## config.mk

```make
export PLATFORM = sky130hd
export DESIGN_NAME = pkt_rr_allocator
export DESIGN_NICKNAME = d
export VERILOG_FILES = /design/src/rtl/pkt_rr_allocator.sv
export SDC_FILE = /design/constraint.sdc
export NUM_CORES = 1
export LEC_CHECK = 0
export ABC_CLOCK_PERIOD_IN_PS = 3550
export BUFFER_PORTS_ARGS = -buffer_cell sky130_fd_sc_hd__buf_2
export CORE_MARGIN = 5
export CORE_UTILIZATION = 35
export CTS_BUF_LIST = sky130_fd_sc_hd__clkbuf_8
export DETAILED_ROUTE_END_ITERATION = 8
export PLACE_DENSITY = 0.6
export REMOVE_ABC_BUFFERS = 1
export SYNTH_ARGS = -nofsm -noshare
export SYNTH_HDL_FRONTEND = slang
export SYNTH_SLANG_ARGS = --single-unit
export TNS_END_PERCENT = 50
```

## constraint.sdc

```tcl
create_clock -name clk -period 3.55 [get_ports clk]
set_clock_uncertainty 0.2 [all_clocks]
set_input_delay 0.1775 -clock clk [delete_from_list [all_inputs] [get_ports clk]]
set_output_delay 0.1775 -clock clk [all_outputs]
set_load 0.05 [all_outputs]
```

## src/rtl/pkt_rr_allocator.sv

```systemverilog
// Output-port allocator: round-robin over L/W/S header flits, port locked to the winner until its last flit.
// Latency: grant/sel are combinational in the request cycle; state, ptr, cnt, pkt_count update on that edge.
// Backpressure: dcts=0 or owner req=0 stalls the packet with sel held; cnt and state are frozen.
module pkt_rr_allocator #(
    parameter int          LEN_W     = 12,
    parameter logic [2:0]  FT_HEADER = 3'b001,
    parameter logic [2:0]  FT_BODY   = 3'b010,
    parameter logic [2:0]  FT_TAIL   = 3'b100,
    parameter int          CNT_W     = 16
) (
    input  logic               clk,
    input  logic               rst,
    input  logic [2:0]         req,
    input  logic [8:0]         flit_type,
    input  logic [3*LEN_W-1:0] len,
    input  logic               dcts,
    output logic [2:0]         grant,
    output logic [2:0]         sel,
    output logic               valid,
    output logic               busy,
    output logic               len_err,
    output logic [CNT_W-1:0]   pkt_count
);

    typedef enum logic {IDLE, BUSY} state_e;

    state_e             state_q, state_d;
    logic [1:0]         ptr_q, ptr_d;
    logic [1:0]         owner_q, owner_d;
    logic [LEN_W-1:0]   cnt_q, cnt_d;
    logic               len_err_q, len_err_d;
    logic [CNT_W-1:0]   pkt_q, pkt_d;

    logic [2:0]         ft_a  [3];
    logic [LEN_W-1:0]   len_a [3];
    logic [2:0]         elig;
    logic               found;
    logic [1:0]         win;
    logic [1:0]         cand;
    logic [2:0]         own_ft;
    logic [2:0]         grant_c, sel_c;

    function automatic logic [1:0] inc3(input logic [1:0] p);
        return (p == 2'd2) ? 2'd0 : p + 2'd1;
    endfunction

    function automatic logic [2:0] onehot3(input logic [1:0] p);
        return 3'b001 << p;
    endfunction

    always_comb begin
        for (int i = 0; i < 3; i++) begin
            ft_a[i]  = flit_type[3*i +: 3];
            len_a[i] = len[LEN_W*i +: LEN_W];
            elig[i]  = req[i] && (flit_type[3*i +: 3] == FT_HEADER);
        end
    end

    // First eligible input walking ptr, ptr+1, ptr+2 (mod 3).
    always_comb begin
        found = 1'b0;
        win   = ptr_q;
        cand  = ptr_q;
        for (int k = 0; k < 3; k++) begin
            if (!found && elig[cand]) begin
                found = 1'b1;
                win   = cand;
            end
            cand = inc3(cand);
        end
    end

    // Inside a packet a stray header code from the owner counts as body.
    assign own_ft = (ft_a[owner_q] == FT_HEADER) ? FT_BODY : ft_a[owner_q];

    always_comb begin
        state_d   = state_q;
        ptr_d     = ptr_q;
        owner_d   = owner_q;
        cnt_d     = cnt_q;
        pkt_d     = pkt_q;
        len_err_d = 1'b0;
        grant_c   = 3'b000;
        sel_c     = 3'b000;
        case (state_q)
            IDLE: begin
                if (found && dcts) begin
                    grant_c = onehot3(win);
                    sel_c   = grant_c;
                    if (len_a[win] == '0) begin
                        ptr_d = inc3(win);
                        pkt_d = pkt_q + 1'b1;
                    end else begin
                        state_d = BUSY;
                        owner_d = win;
                        cnt_d   = len_a[win];
                    end
                end
            end
            BUSY: begin
                sel_c = onehot3(owner_q);
                if (req[owner_q] && dcts) begin
                    grant_c = sel_c;
                    cnt_d   = cnt_q - 1'b1;
                    if (cnt_q == LEN_W'(1) || own_ft == FT_TAIL) begin
                        state_d   = IDLE;
                        ptr_d     = inc3(owner_q);
                        pkt_d     = pkt_q + 1'b1;
                        len_err_d = (cnt_q != LEN_W'(1));
                    end
                end
            end
            default: state_d = IDLE;
        endcase
    end

    always_ff @(posedge clk or negedge rst) begin
        if (!rst) begin
            state_q   <= IDLE;
            ptr_q     <= 2'd0;
            owner_q   <= 2'd0;
            cnt_q     <= '0;
            len_err_q <= 1'b0;
            pkt_q     <= '0;
        end else begin
            state_q   <= state_d;
            ptr_q     <= ptr_d;
            owner_q   <= owner_d;
            cnt_q     <= cnt_d;
            len_err_q <= len_err_d;
            pkt_q     <= pkt_d;
        end
    end

    // Combinational grant path is gated so nothing is read while reset is held.
    assign grant     = rst ? grant_c : 3'b000;
    assign sel       = rst ? sel_c   : 3'b000;
    assign valid     = |grant;
    assign busy      = (state_q == BUSY);
    assign len_err   = len_err_q;
    assign pkt_count = pkt_q;

endmodule

```

## Word-level counts from Yosys, hierarchy flattened

Cells that the tools add are included.

- Output and inout bits: 25
- Input bits: 51
- Register bits after elaboration: 34
- Logic and storage cells: 107

- Shift operators: 2
- $lt $le $gt $ge: 6
- Bitwise operators: 4
- Mux-type cells: 52
- Equality and inequality tests: 16
- $add $sub $neg: 6
- Reduce and logical (&&, ||, !) cells: 15

Operators by type and width:

| operator | count |
|---|---|
| $mux 16 | 4 |
| $mux 12 | 5 |
| $pmux 16 s2 | 1 |
| $bmux 12 s2 | 1 |
| $pmux 12 s2 | 1 |
| $mux 3 | 7 |
| $mux 2 | 10 |
| $add 16x1->16 const B | 1 |
| $mux 1 | 14 |
| $eq 12x1->1 const B | 1 |
| $eq 3x1->1 const B | 4 |
| $logic_not 12->1 | 1 |
| $lt 2x3->1 const B | 4 |
| $ne 12x1->1 const B | 1 |
| $pmux 3 s2 | 2 |
| $sub 12x1->12 const B | 1 |
| $add 2x1->2 const B | 4 |
| $bmux 1 s2 | 4 |
| $eq 2x2->1 const B | 4 |
| $logic_and 1x1->1 | 7 |
| $bmux 3 s2 | 1 |
| $ge 3x3->1 const B | 2 |
| $ne 2x2->1 const B | 3 |
| $not 2->3 | 2 |
| other kinds (11) | 16 |

## Logic depth before layout (Yosys ltp)

Gate-level depths: netlist of run 1.

- Depth after elaboration: 19
- Mapped depth: 12
- Depth with buffers taken out: 9

## Worst setup path before layout of run 1

OpenSTA, ideal clock, no wires.

- Path kind: register -> output
- Start: register state_q, in the netlist busy
- End: output grant[2]
- Data required time: 3.172 ns
- Arrival: 2.463 ns
- Path buffers: 1
- Cell stages (with the launch flop): 4
- Path slack: 0.710 ns
- Cells stage by stage: dfrtp_1 clkbuf_1 o21ai_0 a211oi_1

- Word-level cells in the longest chain between the ends: 3

Ends and longest elaborated chain:

| what | line | RTL |
|---|---|---|
| from (decl) | 27 | `state_e state_q, state_d;` |
| from (signal assigned) | 126 | `state_q <= state_d;` |
| $not 1->1 (no source line) | - |  |
| $pmux 3 s2 (*) | 85 | `case (state_q)` |
| $mux 3 (*) | 136 | `assign grant = rst ? grant_c : 3'b000;` |
| to (decl) | 17 | `output logic [2:0] grant,` |

Every way passes the cells marked *; elsewhere a longest branch is shown, timed or not.

## Final worst setup path of run 1

- Start: register ptr_q[0]
- End: register pkt_q[1], in the netlist pkt_count[1]

- Word-level cells in the longest chain between the ends: 16
- Elaborated cells on any way between the ends: 30

Ends and longest elaborated chain:

| what | line | RTL |
|---|---|---|
| from (decl) | 28 | `logic [1:0] ptr_q, ptr_d;` |
| from (signal assigned) | 127 | `ptr_q <= ptr_d;` |
| parallel branches: the longest is 15 deep, another holds $add 2x1->2 | - |  |
| $reduce_and 4->1 (no source line) (*) | - |  |
| to (signal assigned) | 131 | `pkt_q <= pkt_d;` |
| to (decl) | 32 | `logic [CNT_W-1:0] pkt_q, pkt_d;` |

Every way passes the cells marked *. The select of a mux whose other input is x is not followed.
A chain may end at the register's enable or synchronous reset.

==> impl_metrics.json, run 1 <==
{
  "postSynth.asyncResetShare_pct": 100,
  "crit_buf_inv": 1,
  "drtAntennaViolNets": 0,
  "final_design_area_no_fill_sq_mm": 0.00307,
  "post-cts-setup-buffers": 0,
  "synth_edf_count": 0,
  "worst_setup_path_endpoint": "pkt_count[1]",
  "report.final.hold_viol_count": 0,
  "placed_instance_area_sq_mm": 0.00292,
  "post_synth_main_area_contributors": "sky130_fd_sc_hd__dfrtp_1 (35%), sky130_fd_sc_hd__xor2_1 (5.3%), sky130_fd_sc_hd__a222oi_1 (4.1%)",
  "critical_path_required_ns": 3.51,
  "synthDistinctLibCells": 55,
  "fin_tns_setup_ns": 0,
  "postSynth.topFlopCell": "sky130_fd_sc_hd__dfrtp_1",
  "crit-reg2reg-capture": "pkt_count[1]",
  "placement.io_buffers": 75,
  "transition_time_at_the_pin_with_the_least_slew_margin_ns": 0.663,
  "sequentialPowerShare_pct": 31.3,
  "crit_path_start": "ptr_q[0]",
  "antenna_cells": 0,
  "route.detailed.wl_per_inst_microns": 15.1,
  "grt_setup_unrepaired": "false",
  "timing.slew.headroom_pct": 55.4,
  "grt_start_max_net_pins": 35,
  "layout_overhead_on_the_synthesized_area_pct": 24.9,
  "clk_transition_reported_paths_ns": 0.08,
  "synth-warning-count": 0,
  "cts_root_buf": "sky130_fd_sc_hd__clkbuf_8",
  "cts-htree-levels": 2,
  "finalCritPeriodShare_pct": 89.9,
  "dp_worst_setup_slack_ns": 0.297,
  "fp-row-count": 30,
  "timing.final.max_slew_violations": 0,
  "remaining_global_route_overflow": 0,
  "dpl.hpwl_mm": 5.13,
  "drt_pre_antenna_iters": 5,
  "die_width_microns": 93.8,
  "via_count": 2364,
  "timing.critical_path.cells": "inv_1 > o21ai_1 > o2bb2ai_1 > a21o_1 > a222oi_1 > and4_2 > nand4_4 > nand2_1 > mux2_2",
  "floorplan.initialDensity_pct": 36.2,
  "netSwitchingFraction_pct": 44.5,
  "floorplan.die.height_microns": 93.8,
  "syn_area_sq_mm": 0.00246,
  "average_cell_area_after_synthesis_sq_um": 9.30,
  "timing.critical_path.arrival_ns": 3.15,
  "top_level_ports": 76,
  "setup_viol": 0,
  "worstRegToRegCells": 9,
  "via_per_inst": 5.40,
  "cts_tree": "yes",
  "maxCapViolCount": 0,
  "route.detailed.drc": 0,
  "antenna_found_initial": 0,
  "static-leakage-power_nw": 1.48,
  "critical-path-max-stage-delay_ns": 0.50,
  "synth_sequential_area_ratio_pct": 34.6,
  "power_report.internal_total_mw": 1.14,
  "power.net_switching_mw": 0.912,
  "fp.coreArea_sq_mm": 0.00679,
  "share_clk_of_total_power_pct": 21.2,
  "yosys.area.top_type_share_pct": 34.6,
  "final_cells": 438,
  "worst_hold_path_type": "input port to flop",
  "synth_top_cell_by_area": "sky130_fd_sc_hd__dfrtp_1",
  "critical_path_depth": 9,
  "synth_seq_cells": 34,
  "clock_sinks": 34,
  "timing.hold.ws_ns": 0.0610,
  "numCtsBuffers": 5,
  "cpMaxStageDelayCell": "sky130_fd_sc_hd__dfrtp_1",
  "reg2reg_from": "ptr_q[0]",
  "fmax_ghz": 0.313,
  "grt_pass1_wl_mm": 11.2,
  "vdd_drop_max_mv": 0.301,
  "max_buffers_root_to_sink": 2,
  "pwr_density_cell_mw_per_mm2": 669,
  "setup.worst_path.start_class": "flop",
  "min_period_ns": 3.19,
  "end_kind": "flop",
  "cp_top_family": "compound AO/OA/AOI/OAI gates",
  "setup.worst_path.class": "flop to flop",
  "finalWorstSetupSlack_ns": 0.360,
  "result_of_the_run": "finished, final reports clean",
  "grtUsageTotal_pct": 15.6,
  "fp.dieArea_sq_mm": 0.00879,
  "clock_latency_ns": 0.29,
  "finalWeightedCongestion": 0.797,
  "detail_route.iter0.violations": 126,
  "finish.net_count": 395,
  "numPlacedInstances": 429,
  "comb_power_share_pct": 47.5,
  "gate_count_of_the_mapped_netlist": 264,
  "maximum_fanout_encountered_on_the_critical_timing_path": 14,
  "wirelength_mm": 6.62,
  "grt_pass1_vias": 2353,
  "rrSetupSlack_ns": 0.36,
  "final_layout_size_suffix_gt1_share_pct": 33.3
}
==> worst min path at each step <==
| stage | cells past startpoint | end | slack, ns | startpoint |
|---|---|---|---|---|
| after floorplan | 0 | busy | -0.32 | rst |
| after global placement | 2 | ptr_q[1] | 0.07 | rst |
| after detailed placement | 2 | ptr_q[1] | 0.06 | rst |
| after CTS | 3 | cnt_q[5] | 0.05 | len[17] |
| after global routing | 3 | cnt_q[5] | 0.06 | len[17] |
| final | 3 | cnt_q[5] | 0.06 | len[17] |
==> cells by family after synthesis <==
| kind of cell | share of synthesized area [%] |
|---|---|
| adders and majority gates | 1.53 |
| DFF | 34.6 |
| buffers and inverters | 5.60 |
| xor gates and xnor gates | 5.35 |
| AOI/OAI and AO/OA | 25.9 |
| muxes | 3.77 |
| and+or+nand+nor | 23.2 |
==> flip-flops by register name, summed over array words and instances (netlist names) <==
signal,count
pkt_count,16
cnt_q,12
len_err,1
busy,1
ptr_q,2
owner_q,2
==> cells in the mapped netlist (2+ instances only) <==
| cell | instances |
|---|---|
| sky130_fd_sc_hd__a211oi_1 | 5 |
| sky130_fd_sc_hd__a21o_1 | 4 |
| sky130_fd_sc_hd__a21oi_1 | 14 |
| sky130_fd_sc_hd__a21oi_2 | 10 |
| sky130_fd_sc_hd__a221oi_1 | 11 |
| sky130_fd_sc_hd__a222oi_1 | 10 |
| sky130_fd_sc_hd__a22o_1 | 2 |
| sky130_fd_sc_hd__a31oi_1 | 3 |
| sky130_fd_sc_hd__and2_1 | 3 |
| sky130_fd_sc_hd__and3_1 | 6 |
| sky130_fd_sc_hd__buf_2 | 2 |
| sky130_fd_sc_hd__buf_6 | 4 |
| sky130_fd_sc_hd__clkbuf_1 | 6 |
| sky130_fd_sc_hd__dfrtp_1 | 34 |
| sky130_fd_sc_hd__ha_1 | 3 |
| sky130_fd_sc_hd__inv_1 | 8 |
| sky130_fd_sc_hd__mux2_2 | 2 |
| sky130_fd_sc_hd__mux2i_1 | 7 |
| sky130_fd_sc_hd__nand2_1 | 14 |
| sky130_fd_sc_hd__nand3_1 | 15 |
| sky130_fd_sc_hd__nand4_1 | 6 |
| sky130_fd_sc_hd__nand4bb_1 | 2 |
| sky130_fd_sc_hd__nor2_1 | 21 |
| sky130_fd_sc_hd__nor2b_1 | 2 |
| sky130_fd_sc_hd__nor3_1 | 14 |
| sky130_fd_sc_hd__nor3b_1 | 2 |
| sky130_fd_sc_hd__nor4b_1 | 2 |
| sky130_fd_sc_hd__o21ai_0 | 9 |
| sky130_fd_sc_hd__o22ai_1 | 2 |
| sky130_fd_sc_hd__o2bb2ai_1 | 2 |
| sky130_fd_sc_hd__xor2_1 | 15 |
==> placed cells by master, fill, tap and decap left out, types with 4 or more instances in the layout <==
master,instances
sky130_fd_sc_hd__inv_1,8
sky130_fd_sc_hd__o21ai_0,9
sky130_fd_sc_hd__a21oi_2,10
sky130_fd_sc_hd__nand3_1,15
sky130_fd_sc_hd__nor2_1,21
sky130_fd_sc_hd__nand2_1,14
sky130_fd_sc_hd__nor3_1,14
sky130_fd_sc_hd__a221oi_1,11
sky130_fd_sc_hd__dfrtp_1,34
sky130_fd_sc_hd__a222oi_1,10
sky130_fd_sc_hd__xor2_1,15
sky130_fd_sc_hd__a21oi_1,14
sky130_fd_sc_hd__a211oi_1,5
sky130_fd_sc_hd__buf_4,10
sky130_fd_sc_hd__nand4_1,6
sky130_fd_sc_hd__clkbuf_8,5
sky130_fd_sc_hd__buf_2,75
sky130_fd_sc_hd__mux2i_1,7
sky130_fd_sc_hd__and3_1,6
sky130_fd_sc_hd__a21o_1,4
==> tightest hold or removal path, cell delays in order <==
cell and delay [ns]:
sky130_fd_sc_hd__buf_2 0.11, sky130_fd_sc_hd__a21oi_1 0.13, sky130_fd_sc_hd__a221oi_1 0.09
==> power by group through the flow <==
stage	clock network (mW)	registers [mW]	logic (mW)
2_1_floorplan	0	0.674	0.648
3_3_place_gp	0	0.648	0.964
3_5_place_dp	0	0.645	0.976
4_1_cts	0.446	0.640	0.979
5_1_grt	0.461	0.666	1.08
6_report	0.436	0.641	0.974
==> metrics by stage <==
step	total power, mW	util (%)
after floorplan	1.32	-
after global placement	1.61	43.0
after detailed placement	1.62	43.0
after CTS	2.06	45.1
after global routing	2.20	45.1
final	2.05	45.1
==> routing by layer <==
| layer | vias to the layer above | GRT usage, % | share of wire (%) |
|---|---|---|---|
| met5 | - | 0 | 0 |
| met3 | 6 | 2.80 | 5.4 |
| met2 | 76 | 25.3 | 47 |
| met1 | 1109 | 21.4 | 47 |
| li1 | 1173 | - | - |
| met4 | 0 | 3.85 | 1.0 |
==> timing repair <==
action / CTS / global route
resized for setup: 0 / 0
endpoints found under the hold margin: 34 / 0
hold buffers: 1 / 0
==> layout make-up <==
| class | instances | area, sq um |
|---|---|---|
| clock buffer | 5 | 68.8 |
| clock inverter | 3 | 68.8 |
| fill | 678 | 3730 |
| inverter | 8 | 30.0 |
| multi-input combinational | 206 | 1470 |
| sequential | 34 | 851 |
| tap | 96 | 120 |
| timing repair buffer | 86 | 460 |
Power figures use the tool's default switching activity.
==> run 2: changes to the inputs <==
==> config.mk (replaced) <==
export PLATFORM = sky130hd
export DESIGN_NAME = pkt_rr_allocator
export DESIGN_NICKNAME = d
export VERILOG_FILES = /design/src/rtl/pkt_rr_allocator.sv
export SDC_FILE = /design/constraint.sdc
export NUM_CORES = 1
export LEC_CHECK = 0
export ABC_CLOCK_PERIOD_IN_PS = 3600
export BUFFER_PORTS_ARGS = -buffer_cell sky130_fd_sc_hd__buf_2
export CELL_PAD_IN_SITES_DETAIL_PLACEMENT = 2
export CELL_PAD_IN_SITES_GLOBAL_PLACEMENT = 2
export CORE_MARGIN = 5
export CORE_UTILIZATION = 31
export CTS_BUF_LIST = sky130_fd_sc_hd__clkbuf_8
export DETAILED_ROUTE_END_ITERATION = 8
export PLACE_DENSITY = 0.84
export REMOVE_ABC_BUFFERS = 1
export SYNTH_ARGS = -nofsm -noshare
export SYNTH_HDL_FRONTEND = slang
export SYNTH_SLANG_ARGS = --single-unit
==> constraint.sdc (replaced) <==
create_clock -name clk -period 3.6 [get_ports clk]
set_clock_uncertainty 0.2 [all_clocks]
set_input_delay 0.18 -clock clk [delete_from_list [all_inputs] [get_ports clk]]
set_output_delay 0.18 -clock clk [all_outputs]
set_load 0.05 [all_outputs]
==> run 2 against run 1 <==
Sequential power is 3.7% higher. Wire length is 36% higher. Combinational power hardly changed. Final cell count is 1.4% higher. Flip-flop and latch count stayed put. Sequential share of layout area is 0.24 points higher. Die area is 11% higher. Clock power is 30% lower. Setup slack worse by 0.033 ns. First-iteration DRC count is 25% lower. Core utilization is 5.8 points lower.
==> impl_metrics.json, run 2 (synthesis results as in run 1) <==
{
  "numCtsBuffers": 5,
  "detail_route.iter0.violations": 94,
  "grt_setup_unrepaired": "false",
  "overall_power_mw": 1.97,
  "maxCapViolCount": 0,
  "static-leakage-power_nw": 1.47,
  "clock_sinks": 34,
  "result_of_the_run": "finished, final reports clean",
  "timing.critical_path.arrival_ns": 3.31,
  "floorplan.die.height_microns": 99.0,
  "final_cells": 444,
  "route.detailed.drc": 0,
  "via_per_inst": 5.63,
  "grt_start_max_net_pins": 35,
  "pwr_density_cell_mw_per_mm2": 648,
  "layout.filler_cells": 869,
  "maximum_fanout_encountered_on_the_critical_timing_path": 14,
  "final_core_utilization_pct": 39.3,
  "final_cell_mix": "sky130_fd_sc_hd__buf_2 (75), sky130_fd_sc_hd__dfrtp_1 (34), sky130_fd_sc_hd__nor2_1 (21)",
  "vdd_drop_max_mv": 0.186,
  "via_count": 2501,
  "max_buffers_root_to_sink": 2,
  "placed_instance_area_sq_mm": 0.00294,
  "die_width_microns": 99.0,
  "remaining_global_route_overflow": 0,
  "post-cts-setup-buffers": 0,
  "cts_root_buf": "sky130_fd_sc_hd__clkbuf_8",
  "top_level_ports": 76,
  "cts-htree-levels": 2,
  "floorplan.initialDensity_pct": 31.8,
  "transition_time_at_the_pin_with_the_least_slew_margin_ns": 0.890,
  "timing.hold.ws_ns": 0.0430,
  "finish.net_count": 395,
  "timing.final.max_slew_violations": 0,
  "power_report.internal_total_mw": 0.995,
  "min_from": "len[17]",
  "netSwitchingFraction_pct": 49.5,
  "share_clk_of_total_power_pct": 15.4,
  "route.detailed.wl_per_inst_microns": 20.3,
  "antenna_cells": 0,
  "placement.io_buffers": 75,
  "drt_pre_antenna_iters": 4,
  "antenna_found_initial": 0,
  "dp_worst_setup_slack_ns": 0.303,
  "grt_pass1_vias": 2772,
  "dpl.hpwl_mm": 6.75,
  "timing.slew.headroom_pct": 40.5,
  "finalWeightedCongestion": 0.843,
  "grtUsageTotal_pct": 18.7,
  "setup_viol": 0,
  "layout_commonest_cell": "sky130_fd_sc_hd__buf_2",
  "setup.worst_path.class": "flop to flop",
  "layout_overhead_on_the_synthesized_area_pct": 23.8,
  "report.final.hold_viol_count": 0,
  "largest_register_ff_count": 16,
  "critical_path_required_ns": 3.63,
  "reg2reg_from": "ptr_q[0]",
  "numPlacedInstances": 435,
  "fmax_ghz": 0.306,
  "fin_tns_setup_ns": 0,
  "sequentialPowerShare_pct": 33.7,
  "comb_power_share_pct": 50.9,
  "crit_path_start": "ptr_q[0]",
  "clk_transition_reported_paths_ns": 0.08,
  "fp.coreArea_sq_mm": 0.00773,
  "final_layout_size_suffix_gt1_share_pct": 33.0,
  "power.net_switching_mw": 0.976,
  "drtAntennaViolNets": 0,
  "finalCritPeriodShare_pct": 90.9,
  "min_period_ns": 3.27,
  "fp.dieArea_sq_mm": 0.00980,
  "clock_latency_ns": 0.30,
  "end_kind": "flop",
  "fp-row-count": 32,
  "cts_tree": "yes",
  "final_design_area_no_fill_sq_mm": 0.00304,
  "worst_hold_path_type": "input port to flop",
  "wirelength_mm": 9.02,
  "setup.worst_path.start_class": "flop",
  "finalWorstSetupSlack_ns": 0.327,
  "grt_pass1_wl_mm": 14.7
}
## run 2: power groups by stage
stage               sequential, mW  clock (mW)  combinational (mW)
floorplan                    0.665           0               0.639
global placement             0.660           0               0.948
detailed placement           0.664           0               0.988
CTS                          0.662       0.310                1.01
global route                 0.682       0.332                1.09
finish                       0.665       0.304                1.00
## run 2: cell type report
cell class | count | area, sq um | area share (%)
Clock buffer | 6 | 82.6 | 2.72
Timing Repair Buffer | 86 | 473 | 15.6
Clock inverter | 2 | 8.76 | 0.288
Tap cell | 102 | 128 | 4.20
Sequential cell | 34 | 851 | 28.0
Inverter | 8 | 30.0 | 0.988
Multi-Input combinational cell | 206 | 1470 | 48.3
## run 2: worst max-delay path, cell delays in order (launching register included)
cell                        delay [ns]
sky130_fd_sc_hd__dfrtp_1          0.51
sky130_fd_sc_hd__inv_1            0.17
sky130_fd_sc_hd__o21ai_1          0.09
sky130_fd_sc_hd__o2bb2ai_1        0.12
sky130_fd_sc_hd__a21o_1           0.37
sky130_fd_sc_hd__a222oi_1         0.53
sky130_fd_sc_hd__and4_2           0.40
sky130_fd_sc_hd__nand4_4          0.20
sky130_fd_sc_hd__buf_4            0.24
sky130_fd_sc_hd__a21oi_1          0.22
sky130_fd_sc_hd__xor2_1           0.16
## run 2: final timing paths
path,depth (start not counted),to,slack [ns]
min in group asynchronous,3,pkt_count[14],0.29
max reg2reg,10,pkt_count[15],0.33
max,10,pkt_count[15],0.33
min,3,cnt_q[5],0.04
min reg2reg,1,pkt_count[11],0.28
max in group asynchronous,3,cnt_q[4],2.58
## run 2: layer usage
metal	vias to the layer above	GRT usage (%)	wire length (microns)	share of wire [%]
met4	0	5.15	104	1.2
met5	-	0	0	0
met3	9	3.61	405	4.5
met1	1260	22.6	3890	43
li1	1171	-	-	-
met2	61	33.7	4620	51
## run 2: timing repair
item,CTS,global route
hold buffers,1,0
hold endpoints to repair,34,0
resized for setup,0,0
==> run 3: changes to the inputs <==
--- a/config.mk
+++ b/config.mk
@@ -9,9 +9,11 @@
 export BUFFER_PORTS_ARGS = -buffer_cell sky130_fd_sc_hd__buf_2
 export CELL_PAD_IN_SITES_DETAIL_PLACEMENT = 2
 export CELL_PAD_IN_SITES_GLOBAL_PLACEMENT = 2
+export CORE_ASPECT_RATIO = 1.2
 export CORE_MARGIN = 5
 export CORE_UTILIZATION = 31
 export CTS_BUF_LIST = sky130_fd_sc_hd__clkbuf_8
+export CTS_CLUSTER_DIAMETER = 50
 export DETAILED_ROUTE_END_ITERATION = 8
 export PLACE_DENSITY = 0.84
 export REMOVE_ABC_BUFFERS = 1
==> run 3 against run 2 <==
Critical path depth unchanged. Total power rose by 6.1%. Sequential share of layout area decreased by 0.17 points. Hold slack gained 0.042 ns. Wire length down 3.7%. Flip-flop and latch count unchanged. Highest routed layer unchanged. Clock power up 44%. First-iteration DRC count is 2.1% lower. Setup slack worse by 0.13 ns.
==> impl_metrics.json, run 3 (synthesis results as in run 1) <==
{
  "wl_met2_mm": 4.56,
  "wirelength_mm": 8.68,
  "final_cells": 432,
  "setup_viol": 0,
  "drt_pre_antenna_iters": 6,
  "detail_route.iter0.violations": 92,
  "worstRegToRegCells": 10,
  "rrSetupSlack_ns": 0.19,
  "fp.dieArea_sq_mm": 0.00981,
  "drtAntennaViolNets": 0,
  "timing.slew.headroom_pct": 37.5,
  "route.detailed.wl_per_inst_microns": 20.1,
  "maximum_fanout_encountered_on_the_critical_timing_path": 16,
  "dpl.hpwl_mm": 6.80,
  "cts-htree-levels": 2,
  "floorplan.initialDensity_pct": 31.9,
  "fin_tns_setup_ns": 0,
  "largest_register_ff_count": 16,
  "route.detailed.drc": 0,
  "timing.final.max_slew_violations": 0,
  "setup.worst_path.class": "flop to flop",
  "floorplan.die.height_microns": 108,
  "route.layer.met1.wl_mm": 3.50,
  "numCtsBuffers": 5,
  "critical_path_required_ns": 3.58,
  "min_period_ns": 3.41,
  "max_buffers_root_to_sink": 2,
  "crit-reg2reg-capture": "cnt_q[4]",
  "report.final.hold_viol_count": 0,
  "post-cts-setup-buffers": 0,
  "clk_transition_reported_paths_ns": 0.09,
  "grt_pass1_wl_mm": 14.6,
  "wl_met3_microns": 462,
  "placement.io_buffers": 75,
  "finish.net_count": 393,
  "final_cell_mix": "sky130_fd_sc_hd__buf_2 (75), sky130_fd_sc_hd__dfrtp_1 (34), sky130_fd_sc_hd__nor2_1 (21)",
  "reg2reg_from": "ptr_q[0]",
  "layout_commonest_cell": "sky130_fd_sc_hd__buf_2",
  "grt_start_max_net_pins": 36,
  "worst_hold_path.endpoint": "cnt_q[3]",
  "layout_overhead_on_the_synthesized_area_pct": 24.6,
  "fp.coreArea_sq_mm": 0.00771,
  "top_level_ports": 76,
  "worst_hold_path_type": "input port to flop",
  "static-leakage-power_nw": 1.47,
  "fp-row-count": 35,
  "finalCritPeriodShare_pct": 94.6,
  "via_per_inst": 5.84,
  "die_width_microns": 91.3,
  "numPlacedInstances": 423,
  "clock_sinks": 34,
  "clock_latency_ns": 0.30,
  "multiInputGateArea_sq_mm": 0.00147,
  "finalWeightedCongestion": 0.838,
  "transition_time_at_the_pin_with_the_least_slew_margin_ns": 0.937,
  "antenna_cells": 0,
  "fmax_ghz": 0.293,
  "antenna_found_initial": 0,
  "topRoutingLayerUsed": "met4",
  "grt_setup_unrepaired": "false",
  "cts_root_buf": "sky130_fd_sc_hd__clkbuf_8",
  "layout.area.seq_sq_um": 851,
  "grtUsageTotal_pct": 18.3,
  "result_of_the_run": "finished, final reports clean",
  "timing.critical_path.arrival_ns": 3.38,
  "vdd_drop_max_mv": 0.288,
  "grt_pass1_vias": 2775,
  "end_kind": "flop",
  "setup.worst_path.start_class": "flop",
  "pwr_density_cell_mw_per_mm2": 684,
  "via_count": 2524,
  "cts_tree": "yes",
  "min_from": "len[15]",
  "layout.filler_cells": 890,
  "worst_hold_path.num_cells": 3,
  "maxCapViolCount": 0,
  "final_layout_size_suffix_gt1_share_pct": 32.9,
  "remaining_global_route_overflow": 0
}
## run 3: cell count changes in the layout (fill, tap and decap cells not counted), sizes merged
cell    previous run  this run
inv                9         8
clkbuf             6         5
bufinv             0         2
buf               85        83
## run 3: worst max-delay path, stage by stage (launching register included)
cell	delay, ns
sky130_fd_sc_hd__dfrtp_1	0.55
sky130_fd_sc_hd__inv_1	0.15
sky130_fd_sc_hd__o21ai_1	0.19
sky130_fd_sc_hd__o2bb2ai_1	0.14
sky130_fd_sc_hd__a21o_1	0.48
sky130_fd_sc_hd__a222oi_1	0.23
sky130_fd_sc_hd__and4_2	0.37
sky130_fd_sc_hd__a31oi_4	0.42
sky130_fd_sc_hd__buf_12	0.21
sky130_fd_sc_hd__nor3_1	0.06
sky130_fd_sc_hd__a221oi_1	0.30
## run 3: cell type report
type	count	area share, %
well taps	92	3.76
inverters	8	0.982
clock buffers	5	2.25
repair buffers	84	15.0
clock inverters	3	2.25
flip-flops and latches	34	27.8
multi-input cells	206	48.0
## run 3: metal layers
metal,track usage [%],vias to the layer above
met2,33.7,79
li1,-,1167
met3,3.85,12
met1,21.4,1266
met4,4.51,0
met5,0,-
## run 3: metrics by stage
step           hold slack, ns  area, sq um  setup slack [ns]  total power, mW  util [%]
2_1_floorplan          -0.316         2350             0.492             1.30         -
3_3_place_gp           0.0464         2910             0.354             1.61      37.8
3_5_place_dp           0.0541         2910             0.202             1.66      37.8
4_1_cts                0.0870         3060             0.156             2.11      39.7
5_1_grt                 0.106         3060            0.0215             2.23      39.7
6_report               0.0849         3060             0.193             2.09      39.7
## run 3: how the worst max path moves through the flow
stage,start,end,slack (ns),cells past startpoint
detailed placement,flit_type[5],cnt_q[4],0.20,11
CTS,ptr_q[0],cnt_q[4],0.16,10
global placement,flit_type[5],cnt_q[11],0.35,11
finish,ptr_q[0],cnt_q[4],0.19,10
global route,ptr_q[0],cnt_q[4],0.02,10
floorplan,ptr_q[0],cnt_q[10],0.49,9
## run 3: repair_timing
action | in CTS | in global routing
gates resized for setup | 0 | 0
setup endpoints to repair | 0 | 0
endpoints found under the hold margin | 34 | 0
hold buffers | 1 | 0
## run 3: where the power goes
part / switching, mW / internal, mW / total [mW]
clock network: 0.161 / 0.278 / 0.439
logic: 0.623 / 0.371 / 0.994
registers: 0.189 / 0.471 / 0.659
total: 0.973 / 1.12 / 2.09
